File: config.mk
export PLATFORM = sky130hd
export DESIGN_NAME = elastic_reg_pipe
export DESIGN_NICKNAME = d
export VERILOG_FILES = /design/src/rtl/erp_stage.sv /design/src/rtl/elastic_reg_pipe.sv
export SDC_FILE = /design/constraint.sdc
export NUM_CORES = 1
export LEC_CHECK = 0
export CORE_MARGIN = 4
export CORE_UTILIZATION = 54
export CTS_CLUSTER_SIZE = 40
export DETAILED_ROUTE_END_ITERATION = 10
export GPL_TIMING_DRIVEN = 0
export PLACE_DENSITY_LB_ADDON = 0.1
export RECOVER_POWER = 50
export SLEW_MARGIN = 20
export SYNTH_ARGS = -nofsm -noshare
export SYNTH_HDL_FRONTEND = slang
export SYNTH_HIERARCHICAL = 1
export SYNTH_SLANG_ARGS = --single-unit
File: constraint.sdc
create_clock -name clk -period 2.9 [get_ports clk]
set_input_delay 0.435 -clock clk [delete_from_list [all_inputs] [get_ports clk]]
set_output_delay 0.435 -clock clk [all_outputs]
set_load 0.05 [all_outputs]
File: src/rtl/erp_stage.sv
// One valid+data register of the elastic pipe. Data only toggles when a valid word is
// loaded, so empty bubbles moving through the pipe leave the data flops quiet.
module erp_stage #(
   parameter int WIDTH = 8
) (
   input  logic             clk,
   input  logic             rst,
   input  logic             flush,
   input  logic             load,
   input  logic             v_in,
   input  logic [WIDTH-1:0] d_in,
   output logic             v,
   output logic [WIDTH-1:0] d
);

   always_ff @(posedge clk) begin
      if (rst) begin
         v <= 1'b0;
         d <= '0;
      end else if (flush) begin
         v <= 1'b0;
      end else if (load) begin
         v <= v_in;
         if (v_in) d <= d_in;
      end
   end

endmodule

File: src/rtl/elastic_reg_pipe.sv
// DEPTH-stage valid/ready register pipeline with bubble collapsing, synchronous flush
// and an occupancy count of valid stages.
module elastic_reg_pipe #(
   parameter int WIDTH = 8,
   parameter int DEPTH = 3,
   localparam int CNT_W = $clog2(DEPTH + 1)
) (
   input  logic             clk,
   input  logic             rst,
   input  logic             flush,
   input  logic             in_valid,
   input  logic [WIDTH-1:0] in_data,
   output logic             in_ready,
   output logic             out_valid,
   output logic [WIDTH-1:0] out_data,
   input  logic             out_ready,
   output logic [CNT_W-1:0] occupancy
);

   logic [DEPTH-1:0] v;
   logic [WIDTH-1:0] d [DEPTH];
   logic [DEPTH-1:0] rdy;

   // A stage may load whenever some stage at or downstream of it is empty, or the
   // output is draining; written without self-reference so the chain stays acyclic.
   always_comb begin
      logic tail_full;
      rdy = '0;
      for (int i = 0; i < DEPTH; i++) begin
         tail_full = 1'b1;
         for (int j = i; j < DEPTH; j++) tail_full = tail_full & v[j];
         rdy[i] = !tail_full | out_ready;
      end
   end

   assign in_ready = rdy[0] & !flush & !rst;

   for (genvar i = 0; i < DEPTH; i++) begin : g_stage
      logic             vi;
      logic [WIDTH-1:0] di;
      if (i == 0) begin : g_first
         assign vi = in_valid & in_ready;
         assign di = in_data;
      end else begin : g_next
         assign vi = v[i-1];
         assign di = d[i-1];
      end
      erp_stage #(.WIDTH(WIDTH)) u_stage (
         .clk   (clk),
         .rst   (rst),
         .flush (flush),
         .load  (rdy[i]),
         .v_in  (vi),
         .d_in  (di),
         .v     (v[i]),
         .d     (d[i])
      );
   end

   assign out_valid = v[DEPTH-1];
   assign out_data  = d[DEPTH-1];

   always_comb begin
      occupancy = '0;
      for (int i = 0; i < DEPTH; i++) occupancy = occupancy + CNT_W'(v[i]);
   end

endmodule

* Word-level counts from Yosys, hierarchy flattened
Index checks and enable logic that the tools add are counted.
** Word-level totals
- Bits in registers :: 27
- Logic and storage cells :: 27
** Operators by class
- Add/sub/neg operators :: 2
- Bitwise gates (word level) :: 10
- Reductions and logical operators :: 9
** Operators with widths (count)
- 3-bit AND reduction :: 3
- 1-bit AND :: 6
- 1-bit logical NOT :: 5
- 1-bit bitwise OR :: 3
- 1-bit by 1-bit adder with 2-bit output :: 1
- 2-bit by 1-bit adder with 2-bit output :: 1
- 2-bit OR reduction :: 1
- 1-bit NOT :: 1

* Logic depth before layout (Yosys ltp)
- Word-level depth :: 8
- Depth in mapped cells :: 5
- Mapped depth without buffers :: 4

* By module
The synthesis kept the hierarchy.
** By module, submodules not included
- erp_stage :: instances 3, cells each 38, area each 399.1 um^2, seq. area each 180.2 um^2
- elastic_reg_pipe :: instances 1, cells each 7, area each 73.8 um^2, seq. area each 0.0 um^2

* Worst setup path before layout
No wires, ideal clock.
- Kind :: reg2out
- Start :: register g_stage[2].u_stage.v
- End :: output occupancy[0]
- Arrival time :: 1458 ps
- Slack :: 1007 ps
- Cell stages (with the launch flop) :: 2
- Path buffers :: 0
- Cell sequence :: dfxtp_1 -> fa_1
** On the way
- Longest elaborated chain between the ends :: 1
** Ends and longest elaborated chain
- from (decl) :: line erp_stage.sv:12 : output logic v,
- from (signal assigned) :: line erp_stage.sv:23 : v <= v_in;
- 2-bit by 1-bit adder with 2-bit output :: line elastic_reg_pipe.sv:65 : for (int i = 0; i < DEPTH; i++) occupancy = occupancy + CNT_W'(v[i]);
- to (decl) :: line elastic_reg_pipe.sv:17 : output logic [CNT_W-1:0] occupancy
No other way between the ends.

* Worst setup path in the final report
- Start :: input out_ready
- End :: output in_ready
** On the way
- Longest elaborated chain between the ends :: 3
** Ends and longest elaborated chain
- from (decl) :: line elastic_reg_pipe.sv:16 : input logic out_ready,
- 1-bit bitwise OR :: line elastic_reg_pipe.sv:32 : rdy[i] = !tail_full | out_ready;
- net rdy[0] :: line elastic_reg_pipe.sv:22 : logic [DEPTH-1:0] rdy;
- 1-bit AND (2 in a row) :: line elastic_reg_pipe.sv:36 : assign in_ready = rdy[0] & !flush & !rst;
- to (decl) :: line elastic_reg_pipe.sv:13 : output logic in_ready,
The timed path passes the listed nets, and every way through them passes these cells.

==> impl_metrics.csv <==
group,metric,value,unit
finish,fin_util,69.0,%
setup_path,arrival,2.19,ns
clocking,cts_post_setup_buffers_inserted,0,
sta,slew_viol_final,0,
clocking,ctsLongestPathBuffers,2,
setup_path,reg2regPathDepth,5,
synthesis,synth_adder_area_share,1.57,%
synthesis,synth_top_cell_area_share,42.5,%
synthesis,synthCells,121,
synthesis,synth_nets,135,
die,chipHeight,56.5,µm
die,core.rowCount,17,
synthesis,netlist.top_cell.by_area,"dfxtp_1",
drt,drt-pass1-iter-count,4,
grt,grt_antenna_before_repair,0,
die,floorplan.io_pins,25,
sta,final_hold_viol_count,0,
die,initial_core_util,56.9,%
grt,grt.overflow.total,0,
setup_path,worst-path-max-fanout,4,
synthesis,synth_simple_gate_area_share,31.1,%
sta,final-setup-viol-count,0,
placed_design,gp_congestion,0.678,
drt,detailedRoute.firstIterationViolations,7,
grt,vias_in_the_first_global_route,815,
finish,area_growth_syn_to_layout,21.2,%
drt,via_per_inst,4.82,
grt,grt_pass1_wl,3.65,mm
setup_path,worst_case_register_to_register_setup_slack,1.37,ns
finish,insertedDiodeCount,0,
synthesis,synth_mux_area_share,21.3,%
drt,drc,0,
setup_path,worstReg2RegStart,"g_stage[2].u_stage/v$_SDFFE_PP0P_",
drt,totalWireLength,2.11,mm
sta,fin_worst_skew,0.00489,ns
drt,routed-via-count,853,
synthesis,synthesis.area,1270,µm²
finish,drive_above_1_share,3.36,%
sta,grt_setup_unrepaired,"false",
setup_path,timing.rr.end,"g_stage[0].u_stage/d[2]$_SDFFE_PP0P_",
setup_path,worst_setup_path_start_kind,"primary input",
pwr,totalPowerFinal,593,µW
pwr,power.leakage,0.521,nW
die,fp.coreArea,2230,µm²
hold_path,endpoint_worst_hold,"g_stage[2].u_stage/d[3]$_SDFFE_PP0P_",
synthesis,flops_latches_synth,27,
pwr,pwr_density_cell,385,nW/µm²
synthesis,synth-xor-area-share,0,%
clocking,ctsRootBufferMaster,"clkbuf_4",
clocking,ctsHoldBuffers,0,
clocking,cts_tree,"done",
placed_design,port-buffer-count,24,
setup_path,criticalPathCategory,"in -> out",
hold_path,min_delay_path_depth,2,
synthesis,ys_warn_count,6,
synthesis,yosys-top-cells-area,"dfxtp_1 (43%), nand2b_1 (24%), mux2i_1 (21%), buf_6 (2.7%), and3b_1 (2.1%)",
finish,num-nets-final,164,
setup_path,crit_required,2.47,ns
sta,max_clock_freq,381,MHz
grt,largest_net_degree_at_the_start_of_global_routing,26,
die,die_area,3190,µm²
sta,fin_tns_setup,0,ns
sta,holdWs,0.483,ns
clocking,cts-buffers-inserted,3,
placed_design,detailedPlacementHpwl,1.62,mm
die,die_width,56.5,µm
status,outcome,"completed",
sta,timing.final.crit_period,2.63,ns
clocking,ctsHtreeMaxLevel,1,
setup_path,critPathCaptureType,"output port",
synthesis,synth_compound_gate_area_share,0,%
synthesis,synth_top_family_by_area,"simple AND/OR/NAND/NOR gates",
sta,layout_worst_path_cycle_share,90.5,%
sta,max_slew.worst_pin.slew,0.739,ns
synthesis,synth_cell_type_count,13,
clocking,clock_sinks,27,
clocking,clk_pin_slew_worst_paths,0.14,ns
job,max_cap_viol_count,0,
pwr,ir_drop,0.274,mV
synthesis,synth.yosys.seq_area_share,42.5,%
synthesis,postSynthAreaPerCell,10.5,µm²
hold_path,holdCritStartpoint,"g_stage[2].u_stage/d[3]$_SDFFE_PP0P_",
grt,grt.total_usage,14.3,%
drt,antenna_violating_nets_post_route,0,
hold_path,worst_hold_path_type,"reg -> reg",
drt,routed_wire_length_per_instance,11.9,µm
sta,maxSlewHeadroom,50.7,%
clocking,clk_latency,0.32,ns
-- worst max-delay path: stages --
cell             delay (ns)
dlygate4sd3_1          0.56
nand4b_1               0.29
and2_1                 0.21
clkdlybuf4s50_1        0.69
-- metal layers --
| layer | part of all wire (%) | global-route usage [%] |
|---|---|---|
| met5 | 0 | 0 |
| met4 | 0.33 | 6.44 |
| met3 | 4.7 | 2.07 |
| met2 | 48 | 24.1 |
| met1 | 47 | 17.7 |
-- cell type report --
type | count | area, µm²
Buffer | 6 | 30.0
Clock buffer | 3 | 22.5
Clock inverter | 1 | 7.51
Fill cell | 192 | 693
Multi-Input combinational cell | 88 | 671
Sequential cell | 27 | 541
Tap cell | 28 | 35.0
Timing Repair Buffer | 24 | 234
-- cells in the final DEF, fill, tap and decap left out --
master / netlist / routed
and2_1: 1 / 1
and3_1: 1 / 1
and3b_1: 3 / 3
buf_6: 3 / 1
clkbuf_1: 3 / 6
clkbuf_4: 0 / 3
clkdlybuf4s50_1: 0 / 22
clkinvlp_4: 0 / 1
dfxtp_1: 27 / 27
dlygate4sd3_1: 0 / 1
fa_1: 1 / 1
mux2i_1: 27 / 27
nand2b_1: 49 / 49
nand3b_1: 1 / 1
nand4b_1: 0 / 1
nor2_1: 1 / 1
nor3_1: 3 / 3
-- cell usage after synthesis --
cell / number
nor3_1: 3
nand4b_4: 1
dfxtp_1: 27
clkbuf_1: 3
and3_1: 1
nand2b_1: 49
fa_1: 1
buf_6: 3
mux2i_1: 27
and3b_1: 3
nand3b_1: 1
and2_1: 1
nor2_1: 1
-- worst max-delay path by stage --
stage | to | start | slack (ns)
final | in_ready | out_ready | 0.27
after global routing | in_ready | out_ready | 0.19
after CTS | in_ready | rst | 0.12
after detailed placement | in_ready | rst | 0.12
after global placement | in_ready | rst | 0.12
after floorplan | occupancy[0] | g_stage[2].u_stage/v$_SDFFE_PP0P_ | 1.01
-- where the power goes --
part / internal [mW] / leakage [nW] / switching [mW] / total (mW)
sequential: 0.374 / 0.218 / 0.00187 / 0.376
clock: 0.0527 / 0.0139 / 0.110 / 0.163
combinational: 0.0325 / 0.290 / 0.0213 / 0.0538
total: 0.459 / 0.521 / 0.133 / 0.593
-- flip-flops by register name (all words and copies together) (netlist names) --
register,count
g_stage.u_stage/v,3
g_stage.u_stage/d,24
-- timing repair --
item | CTS | global route
setup endpoints to repair | 0 | 1
gates resized for setup | 0 | 1
endpoints found under the hold margin | 0 | 0
-- through the flow --
stage	cells	setup slack [ns]	instance area, µm²
finish	177	0.274	1540
global placement	173	0.116	1550
CTS	177	0.119	1580
floorplan	121	1.01	1270
global route	177	0.194	1540
detailed placement	173	0.122	1550
-- kinds of logic after synthesis --
family        Yosys count
flops                  27
mux                    27
buf+inv                 6
simple gates           60
fa+ha+maj               1
(Power assumes the default switching activity.)
